File: config.mk
export PLATFORM = sky130hd
export DESIGN_NAME = crc_activity_monitor
export DESIGN_NICKNAME = d
export VERILOG_FILES = /design/src/rtl/crc_activity_monitor.sv
export SDC_FILE = /design/constraint.sdc
export NUM_CORES = 1
export LEC_CHECK = 0
export CORE_ASPECT_RATIO = 0.7
export CORE_MARGIN = 8
export CORE_UTILIZATION = 35
export DETAILED_ROUTE_END_ITERATION = 8
export DONT_BUFFER_PORTS = 1
export PLACE_DENSITY = 0.47
export RECOVER_POWER = 100
export SYNTH_ARGS = -nofsm -noshare
export SYNTH_HDL_FRONTEND = slang
export SYNTH_SLANG_ARGS = --single-unit
File: constraint.sdc
create_clock -name i_clk -period 2.36 [get_ports i_clk]
set_input_delay 0.236 -clock i_clk [delete_from_list [all_inputs] [get_ports i_clk]]
set_output_delay 0.236 -clock i_clk [all_outputs]
set_load 0.01 [all_outputs]
File: src/rtl/crc_activity_monitor.sv
// Hold-filters CRC activity strobes and runs the sleep request/ack handshake with the clock controller.
// Latency: i_act -> o_ch_active 1 edge; o_ch_active -> FSM 1 edge; all outputs registered.
module crc_activity_monitor #(
    parameter int NUM_CH = 3,
    parameter int CNT_W  = 5
) (
    input  logic                    i_clk,
    input  logic                    i_nreset,
    input  logic [NUM_CH-1:0]       i_act,
    input  logic [NUM_CH-1:0]       i_ch_mask,
    input  logic [NUM_CH*CNT_W-1:0] i_ch_hold,
    input  logic [CNT_W-1:0]        i_glob_hold,
    input  logic                    i_sleep_ack,
    input  logic                    i_cnt_clr,
    output logic [NUM_CH-1:0]       o_ch_active,
    output logic                    o_crc_idle,
    output logic                    o_sleep_req,
    output logic                    o_activation_pulse,
    output logic                    o_idle_pulse,
    output logic [15:0]             o_sleep_cnt
);

    typedef enum logic [1:0] {ACTIVE, DRAIN, SLEEP_REQ, SLEEP} state_t;

    state_t           state;
    logic [CNT_W-1:0] gcnt;
    logic             wake_pend;
    logic             any_act;
    logic             sleep_entry;

    for (genvar k = 0; k < NUM_CH; k++) begin : g_ch
        logic [CNT_W-1:0] cnt;
        logic             flag;

        // Mask has priority; the hold value is only sampled on a fresh load.
        always_ff @(posedge i_clk or negedge i_nreset) begin
            if (!i_nreset) begin
                cnt  <= '0;
                flag <= 1'b0;
            end else if (i_ch_mask[k]) begin
                cnt  <= '0;
                flag <= 1'b0;
            end else if (i_act[k]) begin
                cnt  <= i_ch_hold[k*CNT_W +: CNT_W];
                flag <= 1'b1;
            end else if (cnt != '0) begin
                cnt  <= cnt - CNT_W'(1);
            end else begin
                flag <= 1'b0;
            end
        end

        assign o_ch_active[k] = flag;
    end

    assign any_act     = |o_ch_active;
    assign sleep_entry = (state == SLEEP_REQ) && !any_act && i_sleep_ack;

    always_ff @(posedge i_clk or negedge i_nreset) begin
        if (!i_nreset) begin
            state              <= ACTIVE;
            gcnt               <= '0;
            wake_pend          <= 1'b0;
            o_crc_idle         <= 1'b0;
            o_sleep_req        <= 1'b0;
            o_activation_pulse <= 1'b0;
            o_idle_pulse       <= 1'b0;
            o_sleep_cnt        <= '0;
        end else begin
            o_idle_pulse       <= 1'b0;
            wake_pend          <= 1'b0;
            // Wake pulse trails the state change by one cycle.
            o_activation_pulse <= wake_pend;

            case (state)
                ACTIVE: begin
                    if (!any_act) begin
                        state <= DRAIN;
                        gcnt  <= i_glob_hold;
                    end
                end
                DRAIN: begin
                    if (any_act) begin
                        state <= ACTIVE;
                    end else if (gcnt == '0) begin
                        state       <= SLEEP_REQ;
                        o_sleep_req <= 1'b1;
                    end else begin
                        gcnt <= gcnt - CNT_W'(1);
                    end
                end
                SLEEP_REQ: begin
                    if (any_act) begin
                        state       <= ACTIVE;
                        o_sleep_req <= 1'b0;
                    end else if (i_sleep_ack) begin
                        state        <= SLEEP;
                        o_sleep_req  <= 1'b0;
                        o_crc_idle   <= 1'b1;
                        o_idle_pulse <= 1'b1;
                    end
                end
                SLEEP: begin
                    if (any_act) begin
                        state      <= ACTIVE;
                        o_crc_idle <= 1'b0;
                        wake_pend  <= 1'b1;
                    end
                end
                default: state <= ACTIVE;
            endcase

            if (i_cnt_clr) begin
                o_sleep_cnt <= '0;
            end else if (sleep_entry && (o_sleep_cnt != 16'hFFFF)) begin
                o_sleep_cnt <= o_sleep_cnt + 16'd1;
            end
        end
    end

endmodule
-- After elaboration in Yosys (flattened, before gate mapping)
Index checks and enable logic that the tools add are counted.
- input port bits: 30
- logic and storage cells: 101
- flip-flop bits (word level): 46
- output and inout port bits: 23
- $add $sub $neg: 5
- reduce and logical (&&, ||, !) cells: 21
- equality and inequality tests: 16
- mux-type cells: 45
- operators by type and width (kind ; number):
    2-to-1 mux 5 bit ; 12
    2-to-1 mux 16 bit ; 2
    2-to-1 mux 1 bit ; 21
    subtractor 5 x 1 -> 5 bit, second input constant ; 4
    adder 16 x 1 -> 16 bit, second input constant ; 1
    inequality test 16 bit, second input constant ; 1
    AND reduction 4 bit ; 4
    inequality test 3 bit, second input constant ; 5
    nonzero test 5 bit ; 3
    inequality test 2 bit, second input constant ; 7
    2-to-1 mux 2 bit ; 6
    case mux 5 bit (2 select lines) ; 1
    nonzero test 3 bit ; 3
    case mux 2 bit (4 select lines) ; 1
    nonzero test 2 bit ; 4
    logical NOT 5 bit ; 1
    == test 2 bit, second input constant ; 2
    case mux 1 bit (2 select lines) ; 2
    logical AND 1 bit ; 3
    OR reduction 3 bit ; 1
    == test 2 x 1 -> 1 bit, second input constant ; 1
    logical NOT 2 bit ; 1
    logical NOT 1 bit ; 1

-- Logic depth before layout (Yosys ltp)
Gate-level depths: netlist of the first run.
- depth in word-level cells: 7
- mapped depth: 7
- gate-level depth less buffers: 6

-- Least setup slack after synthesis of the first run
Ideal clock, no wire load.
- path type: reg-to-reg
- start: register gcnt[0]
- end: register gcnt[0]
- buffers on the path: 0
- library setup time: 0.145 ns
- arrival time: 1.685 ns
- slack: 0.530 ns
- data required time: 2.215 ns
- cell stages (with the launch flop): 7
- clock period less this slack: 1.830 ns
- cell sequence: dfrtp_1 > inv_1 > ha_1 > or3b_2 > o31ai_2 > or3_1 > o211ai_1
- word-level cells in the longest chain between the ends: 4
- elaborated cells on any way between the ends: 7
- those cells by class: add/sub (1); eq/ne (1); mux (3); reduce/logical (2)
- ends and longest elaborated chain (item ; RTL line ; source):
    start: declaration ; 26 ; logic [CNT_W-1:0] gcnt;
    start signal: assignment ; 79 ; gcnt <= i_glob_hold;
    start signal: assignment ; 89 ; gcnt <= gcnt - CNT_W'(1);
    subtractor 5 x 1 -> 5 bit ; 89 ;
    2-to-1 mux 5 bit ; 85 ; end else if (gcnt == '0) begin
    2-to-1 mux 5 bit ; 83 ; if (any_act) begin
    case mux 5 bit (2 select lines) ; 75 ; case (state)
Parallel ways exist; a longest one is shown, timed or not. The select of a mux whose other input is x is not followed.
A chain may end at the register's enable or synchronous reset.

-- Worst setup path after layout of the first run
- start: register gcnt[0]
- end: register gcnt[2]
Same word-level chain as after synthesis.

==> qor.csv, run 1 <==
stage,metric,value,unit
clock_tree,htree depth,2,
yosys,"Seq/Total Area, Yosys",0.464,
pwr,PwrDens,668,mW/mm²
critical_path,WS Path Type,reg -> reg,
yosys,"Net Count, Synth",304,
drt,routed len/inst,15.8,µm
yosys,Mapped Cells,269,
placement,Setup WS pre-CTS,293,ps
pwr,Worst VDD drop,0.233,mV
outcome,status,"complete, no violations",
critical_path,r2r endpoint,gcnt[2]$_DFFE_PN0P_,
clock_tree,Num Clock Sinks,46,
critical_path,Reg2Reg Depth,6,
timing,RSZ-0062 raised after global routing,no,
timing,slew margin rel.,0.206,
pwr,leakage dissipation,1.16,nW
timing,Final WS setup,264,ps
global_route,initial antenna violation count,0,
min_path,worst hold stages,2,
yosys,Post-synth EDFFs,0,
clock_tree,clk slew on worst S/H paths,90,ps
timing,post-route minimum period,2100,ps
yosys,post-synthesis cell type count,42,
yosys,Syn Std Cell Area,0.00248,mm²
yosys,main flop type after synthesis,dfrtp_1,
drt,Routed WL,5.98,mm
min_path,Hold Startpoint,i_act[2],
yosys,Synth Area in Compound Gates,0.144,
finish,final net count,318,
min_path,HP Class,in -> reg,
timing,Clock Skews,6.24,ps
yosys,Syn. warnings,0,
critical_path,CP Capture Type,register,
critical_path,CP Data Required Time,2560,ps
timing,Fin. Hold Viols,0,
floorplanning,row count,25,
global_route,largest net degree at the start of global routing,47,
finish,"commonest cells after routing, fill and taps aside","46 x dfrtp_1, 28 x nand2_1, 28 x a21oi_1",
floorplanning,Starting Density,0.363,
finish,n_diodes,0,
timing,Setup TNS,0,ps
yosys,Synth Area in Simple Gates,0.260,
min_path,Worst Hold Endpoint,g_ch[2].cnt[0]$_DFFE_PN0P_,
critical_path,slack of the worst reg-to-reg path,260,ps
global_route,GRT Total Usage,0.126,
yosys,Avg Synthesized Cell Area,9.21,µm²
pwr,power consumption,1.84,mW
drt,drt initial violations,94,
yosys,"FF+latch count, synth",46,
global_route,vias in the first global route,1963,
floorplanning,Boundary Pins,53,
timing,Highest Clock Rate,477,MHz
global_route,first-pass GRT wire length,10.1,mm
yosys,Synth Area in Adders,0.0252,
critical_path,worst reg2reg startpoint,gcnt[0]$_DFFE_PN0P_,
critical_path,CP max FO,9,
clock_tree,total CTS buffers,5,
floorplanning,Die Wd,117,µm
timing,final setup violation count,0,
placement,placed insts,364,
timing,Slew @ Worst Pin,1190,ps
critical_path,Startpoint Class,register,
critical_path,"Arr. time, crit path",2290,ps
drt,routed vias,1991,
clock_tree,Worst-Skew Late Latency,290,ps
placement,DP HPWL,4.28,mm
drt,TritonRoute pass-1 iters,5,
drt,Routed Antenna Nets,0,
floorplanning,core box area,0.00682,mm²
finish,Final Util,0.403,
drt,DRC errors left,0,
yosys,mux contribution to synthesized area,0.0343,
yosys,XOR/XNOR Fraction of Synth Area,0.0247,
finish,fin cells,378,
placement,gpl congestion,0.801,
finish,"commonest non-fill, non-tap cell in the layout",dfrtp_1,
finish,Area Overhead vs Synth,11.0,%
clock_tree,Root Driver,clkbuf_8,
yosys,largest family of logic cells by synthesized area,simple AND/OR/NAND/NOR gates,
flow_run,Max Cap Violations,0,
floorplanning,die area,0.0101,mm²
timing,Tcrit/Tclk final,0.888,
finish,layout cells sized above 1,0.0915,
yosys,Async SR Flop Fraction,1.00,
clock_tree,clk buf depth,2,
drt,Vias/cell,5.27,
global_route,total grt overflow,0,
floorplanning,Die Height,86.4,µm
timing,Final Max Tran Viols,0,
clock_tree,CTS tree,yes,
clock_tree,CTS resizes,0,
placement,port bufs,0,
where the power goes:
part | internal, mW | switching, mW | leakage (nW)
clock network | 0.237 | 0.264 | 0.0482
logic | 0.180 | 0.209 | 0.503
registers | 0.866 | 0.0827 | 0.604
total | 1.28 | 0.556 | 1.16
through the flow:
| step | hold WS (ps) | instance area, µm² |
|---|---|---|
| 4_1_cts | 49.4 | 2790 |
| 6_report | 66.3 | 2750 |
| 5_1_grt | 46.3 | 2750 |
| 3_5_place_dp | -57.4 | 2620 |
| 2_1_floorplan | -59.6 | 2480 |
| 3_3_place_gp | -58.1 | 2620 |
worst max-delay path, stage by stage (launching register included):
cell and delay, ps:
dfrtp_1 410, inv_1 70, ha_1 170, or3b_2 500, o31ai_2 540, nor3_1 90
a221oi_1 230
registers in the layout, summed over array words and instances, names as in the netlist:
name / cells
o_sleep_cnt: 16
g_ch.cnt: 15
gcnt: 5
g_ch.flag: 3
state: 2
o_activation_pulse: 1
o_crc_idle: 1
o_idle_pulse: 1
o_sleep_req: 1
wake_pend: 1
routing by layer:
layer / wire length (µm) / global-route usage
met5: 0 / 0
met4: 44 / 0.0347
met3: 441 / 0.0465
met2: 2460 / 0.175
met1: 3040 / 0.176
synth_stat cells, types with 5 or more instances:
library cell	n	area [µm²]
xnor2_1	5	43.8
a21oi_1	28	140
nand4_1	5	31.3
nand2_1	28	105
o31ai_1	8	60.1
nor3_1	10	50.1
ha_1	5	62.6
nand3_1	8	40.0
nor2_1	21	78.8
o21ai_0	12	60.1
or3_1	8	50.1
inv_1	16	60.1
or4_1	7	52.6
dfrtp_1	46	1150
nor2b_1	9	56.3
area by class of cell:
cell class,instances,area [µm²]
repair buffers,17,119
well taps,94,118
clock inverters,1,5.00
inverters,16,60.1
fillers,711,4070
flip-flops and latches,46,1150
multi-input cells,197,1210
clock buffers,7,86.3
cells by family (layout without fill, tap and decap cells):
logic type,after synthesis,count (layout)
AND/OR/NAND/NOR,117,117
AO/OA/AOI/OAI,60,60
flip-flops,46,46
buffers and inverters,26,41
multiplexers,8,8
XOR/XNOR,7,7
adder cells (fa/ha/maj),5,5
worst max-delay path by stage:
stage,from,endpoint,slack [ps],cells past startpoint
final,gcnt[0]$_DFFE_PN0P_,gcnt[2]$_DFFE_PN0P_,260,6
after global routing,gcnt[0]$_DFFE_PN0P_,gcnt[2]$_DFFE_PN0P_,120,6
after CTS,gcnt[0]$_DFFE_PN0P_,gcnt[2]$_DFFE_PN0P_,280,6
after detailed placement,gcnt[0]$_DFFE_PN0P_,gcnt[2]$_DFFE_PN0P_,290,6
after global placement,gcnt[0]$_DFFE_PN0P_,gcnt[0]$_DFFE_PN0P_,350,6
after floorplan,gcnt[0]$_DFFE_PN0P_,gcnt[0]$_DFFE_PN0P_,530,6
timing repair:
item                                   CTS  global route
hold buffers                             6             0
buffers inserted                         0             0
endpoints found under the hold margin   73             0
Note: power is estimated with default switching activity, not from simulation.
==> run 2: changes to the inputs <==
Clock period 2.36 ns to 2.6 ns, I/O delays scaled along.
==> qor.csv, run 2 (synthesis gave the netlist of run 1 again) <==
stage,metric,value,unit
timing,post-route minimum period,2110,ps
drt,DRC errors left,0,
timing,final setup violation count,0,
timing,Highest Clock Rate,474,MHz
finish,Top reg by flops,o_sleep_cnt,
finish,multi-input logic area,0.00120,mm²
placement,port bufs,0,
flow_run,Max Cap Violations,0,
finish,FF+latch area,0.00115,mm²
outcome,status,"complete, no violations",
clock_tree,Root Driver,clkbuf_8,
clock_tree,htree depth,2,
pwr,leakage dissipation,1.14,nW
placement,Setup WS pre-CTS,515,ps
timing,Clock Skews,11.5,ps
finish,registers with the highest flip-flop counts,"o_sleep_cnt: 16 flops, g_ch.cnt: 15 flops, gcnt: 5 flops",
finish,n_diodes,0,
floorplanning,Die Height,86.4,µm
global_route,first-pass GRT wire length,9.96,mm
pwr,power consumption,1.74,mW
pwr,PwrDens,634,mW/mm²
global_route,largest net degree at the start of global routing,47,
timing,RSZ-0062 raised after global routing,no,
drt,Routed Antenna Nets,0,
pwr,Worst VDD drop,0.226,mV
min_path,HP Class,in -> reg,
finish,design area,0.00274,mm²
global_route,GRT Total Usage,0.124,
drt,routed vias,1958,
drt,Vias/cell,5.25,
finish,Largest register FFs,16,
drt,Routed WL,5.95,mm
timing,Final Max Tran Viols,0,
clock_tree,CTS tree,yes,
global_route,total grt overflow,0,
floorplanning,Starting Density,0.363,
timing,Fin. Hold Viols,0,
floorplanning,die area,0.0101,mm²
finish,"commonest non-fill, non-tap cell in the layout",dfrtp_1,
timing,Tcrit/Tclk final,0.811,
finish,Area Overhead vs Synth,10.7,%
placement,placed cell area,0.00256,mm²
critical_path,CP max FO,12,
timing,Final WS setup,491,ps
critical_path,CP Data Required Time,2780,ps
floorplanning,Die Wd,117,µm
global_route,vias in the first global route,1918,
critical_path,CP Capture Type,register,
clock_tree,"Setup Fix Bufs, Post-CTS",0,
finish,layout cells sized above 1,0.0681,
floorplanning,row count,25,
clock_tree,Worst-Skew Late Latency,300,ps
floorplanning,Boundary Pins,53,
drt,routed len/inst,15.9,µm
timing,Worst Hold Slack,14.7,ps
global_route,initial antenna violation count,0,
drt,drt initial violations,126,
timing,slew margin rel.,0.206,
critical_path,Startpoint Class,register,
critical_path,WS Path Type,reg -> reg,
finish,Fill cells,716,
timing,Setup TNS,0,ps
clock_tree,Num Clock Sinks,46,
critical_path,"Arr. time, crit path",2290,ps
clock_tree,clk slew on worst S/H paths,90,ps
placement,gpl congestion,0.782,
finish,final net count,313,
finish,"commonest cells after routing, fill and taps aside","46 x dfrtp_1, 28 x nand2_1, 28 x a21oi_1",
timing,Slew @ Worst Pin,1190,ps
clock_tree,total CTS buffers,5,
drt,TritonRoute pass-1 iters,4,
floorplanning,core box area,0.00682,mm²
placement,DP HPWL,4.24,mm
clock_tree,clk buf depth,2,
==> run 2: cell count changes in the layout (fill, tap and decap cells not counted) <==
cell / delta
clkbuf_1: -3
mux2_2: -1
bufinv_16: +1
nor4_2: -1
dlygate4sd3_1: +3
clkinv_2: -1
nor4_1: +1
clkbuf_8: -1
mux2_1: +1
clkinvlp_4: +1
buf_4: -5
==> run 2: what timing repair did <==
| item | in CTS | in global routing |
|---|---|---|
| gates resized for setup | 0 | 0 |
| setup endpoints to repair | 0 | 0 |
| hold endpoints to repair | 55 | 5 |
| hold buffers | 5 | 4 |
==> run 2: where the power goes <==
part	total [mW]	internal (mW)	switching (mW)	leakage [nW]
combinational	0.331	0.157	0.174	0.487
clock	0.546	0.287	0.258	0.0514
sequential	0.862	0.786	0.0763	0.604
total	1.74	1.23	0.509	1.14
==> run 2: worst paths after layout <==
kind                       slack, ps  cells after the start                           end                       start
setup / recovery                 490                      6    o_sleep_cnt[6]$_DFFE_PN0P_  o_sleep_cnt[0]$_DFFE_PN0P_
hold / removal                    10                      1    g_ch[2].cnt[4]$_DFFE_PN0P_                i_ch_mask[2]
setup reg to reg                 490                      6    o_sleep_cnt[6]$_DFFE_PN0P_  o_sleep_cnt[0]$_DFFE_PN0P_
hold reg to reg                  360                      0  o_activation_pulse$_DFF_PN0_         wake_pend$_DFF_PN0_
max in group asynchronous       1120                      2    g_ch[2].cnt[2]$_DFFE_PN0P_                    i_nreset
min in group asynchronous        740                      2    o_sleep_cnt[8]$_DFFE_PN0P_                    i_nreset
==> run 2: area by class of cell <==
| class | instances | area share |
|---|---|---|
| tap | 94 | 0.0429 |
| inverter | 16 | 0.0219 |
| timing repair buffer | 12 | 0.0365 |
| clock buffer | 6 | 0.0264 |
| clock inverter | 2 | 0.0137 |
| multi-input combinational | 197 | 0.439 |
| sequential | 46 | 0.420 |
==> run 2: layer usage <==
layer | share of wire | vias to the layer above | global-route usage
met2 | 0.39 | 46 | 0.169
met4 | 0.0084 | 0 | 0.0313
met5 | 0 | - | 0
met3 | 0.081 | 7 | 0.0458
met1 | 0.52 | 920 | 0.179
li1 | - | 985 | -
==> run 2: per-stage QoR <==
| step | cells | util |
|---|---|---|
| after floorplan | 269 | - |
| after global placement | 356 | 0.376 |
| after detailed placement | 356 | 0.376 |
| after CTS | 369 | 0.402 |
| after global routing | 373 | 0.402 |
| final | 373 | 0.402 |
==> run 2: worst max-delay path, stage by stage, from the launching register on <==
cell,delay [ps]
dfrtp_1,460
ha_1,250
nand3_1,110
nor4_1,360
clkbuf_1,420
nor4_1,100
mux2_2,290
==> run 3: changes to the inputs <==
Clock period 2.6 ns to 2.05 ns, I/O delays scaled along.
==> qor.csv, run 3 (synthesis gave the netlist of run 1 again) <==
stage,metric,value,unit
timing,Clock Skews,7.23,ps
timing,Slew @ Worst Pin,1180,ps
placement,DP HPWL,4.57,mm
drt,routed len/inst,15.9,µm
pwr,leakage dissipation,1.18,nW
critical_path,Startpoint Class,register,
critical_path,CP Capture Type,register,
timing,Highest Clock Rate,524,MHz
critical_path,CP Data Required Time,2230,ps
finish,final net count,330,
clock_tree,clk buf depth,2,
drt,routed vias,2065,
finish,layout cells sized above 1,0.0881,
placement,port bufs,0,
global_route,GRT Total Usage,0.131,
timing,final setup violation count,0,
timing,Final Max Tran Viols,0,
global_route,initial antenna violation count,0,
critical_path,slack of the worst reg-to-reg path,140,ps
global_route,largest net degree at the start of global routing,47,
clock_tree,Num Clock Sinks,46,
clock_tree,htree depth,2,
drt,Routed Antenna Nets,0,
min_path,HP Class,in -> reg,
critical_path,CP max FO,7,
floorplanning,Boundary Pins,53,
global_route,vias in the first global route,2083,
timing,Tcrit/Tclk final,0.932,
placement,placed cell area,0.00271,mm²
timing,slew margin rel.,0.210,
drt,DRC errors left,0,
timing,Fin. Hold Viols,0,
clock_tree,Worst-Skew Late Latency,290,ps
finish,"commonest non-fill, non-tap cell in the layout",dfrtp_1,
min_path,worst hold stages,2,
drt,Routed WL,6.20,mm
outcome,status,"complete, no violations",
finish,"commonest cells after routing, fill and taps aside","46 x dfrtp_1, 28 x nand2_1, 28 x a21oi_1",
finish,design area,0.00281,mm²
finish,Fill cells,747,
drt,Vias/cell,5.31,
finish,fin cells,389,
critical_path,WS Path Type,reg -> reg,
finish,n_diodes,0,
floorplanning,core box area,0.00682,mm²
clock_tree,total CTS buffers,5,
finish,registers with the highest flip-flop counts,"o_sleep_cnt: 16 flops, g_ch.cnt: 15 flops, gcnt: 5 flops",
floorplanning,Die Wd,117,µm
finish,Final Util,0.413,
clock_tree,CTS resizes,0,
critical_path,r2r endpoint,o_sleep_cnt[12]$_DFFE_PN0P_,
clock_tree,clk slew on worst S/H paths,80,ps
critical_path,worst reg2reg startpoint,o_sleep_cnt[4]$_DFFE_PN0P_,
floorplanning,die area,0.0101,mm²
floorplanning,row count,25,
pwr,Worst VDD drop,0.282,mV
finish,Area Overhead vs Synth,13.5,%
flow_run,Max Cap Violations,0,
clock_tree,CTS tree,yes,
placement,gpl congestion,0.784,
min_path,Hold Startpoint,i_act[2],
drt,drt initial violations,122,
timing,Final WS setup,140,ps
drt,TritonRoute pass-1 iters,4,
timing,Worst Hold Slack,35.0,ps
pwr,power consumption,2.24,mW
pwr,PwrDens,797,mW/mm²
critical_path,Reg2Reg Depth,4,
critical_path,"Arr. time, crit path",2090,ps
timing,RSZ-0062 raised after global routing,no,
placement,Setup WS pre-CTS,165,ps
floorplanning,Starting Density,0.363,
timing,post-route minimum period,1910,ps
clock_tree,Root Driver,clkbuf_8,
min_path,Worst Hold Endpoint,g_ch[2].cnt[0]$_DFFE_PN0P_,
finish,Largest register FFs,16,
timing,Setup TNS,0,ps
global_route,first-pass GRT wire length,10.6,mm
placement,placed insts,376,
global_route,total grt overflow,0,
floorplanning,Die Height,86.4,µm
finish,Top reg by flops,o_sleep_cnt,
==> run 3: layout make-up <==
class,count,area [µm²],share of cell area
multi-input cells,197,1200,0.428
flip-flops and latches,46,1150,0.409
repair buffers,29,168,0.0596
well taps,94,118,0.0418
clock buffers,6,82.6,0.0293
inverters,16,60.1,0.0213
clock inverters,1,30.0,0.0107
==> run 3: worst max-delay path by stage <==
stage | start | end | slack, ps | cells after the start
finish | o_sleep_cnt[4]$_DFFE_PN0P_ | o_sleep_cnt[12]$_DFFE_PN0P_ | 140 | 4
global route | o_sleep_cnt[0]$_DFFE_PN0P_ | o_sleep_cnt[15]$_DFFE_PN0P_ | 30 | 5
CTS | o_sleep_cnt[4]$_DFFE_PN0P_ | o_sleep_cnt[12]$_DFFE_PN0P_ | 150 | 4
detailed placement | o_sleep_cnt[4]$_DFFE_PN0P_ | o_sleep_cnt[12]$_DFFE_PN0P_ | 160 | 4
global placement | o_sleep_cnt[4]$_DFFE_PN0P_ | o_sleep_cnt[12]$_DFFE_PN0P_ | 210 | 4
floorplan | gcnt[0]$_DFFE_PN0P_ | gcnt[0]$_DFFE_PN0P_ | 220 | 6
==> run 3: power breakdown <==
group | switching (mW) | internal, mW | leakage (nW) | total, mW
Clock | 0.303 | 0.391 | 0.0573 | 0.694
Combinational | 0.255 | 0.217 | 0.520 | 0.472
Sequential | 0.0802 | 0.997 | 0.604 | 1.08
Total | 0.638 | 1.60 | 1.18 | 2.24
==> run 3: critical path, cell delays in order (launching register included) <==
cell     delay, ps
dfrtp_1        510
nand4_2        180
or2_0          390
nor4_1         340
mux2_2         380
==> run 3: per-layer routing <==
metal / share of wire / vias to the layer above / GRT usage
met3: 0.059 / 5 / 0.0389
met2: 0.41 / 43 / 0.185
li1: - / 1020 / -
met1: 0.53 / 997 / 0.191
met5: 0 / - / 0
met4: 0.0061 / 0 / 0.0278
==> run 3: repair_timing <==
item / CTS / global route
hold endpoints to repair: 73 / 0
endpoints found under the setup margin: 0 / 0
setup buffers: 0 / 0
hold buffers: 6 / 0
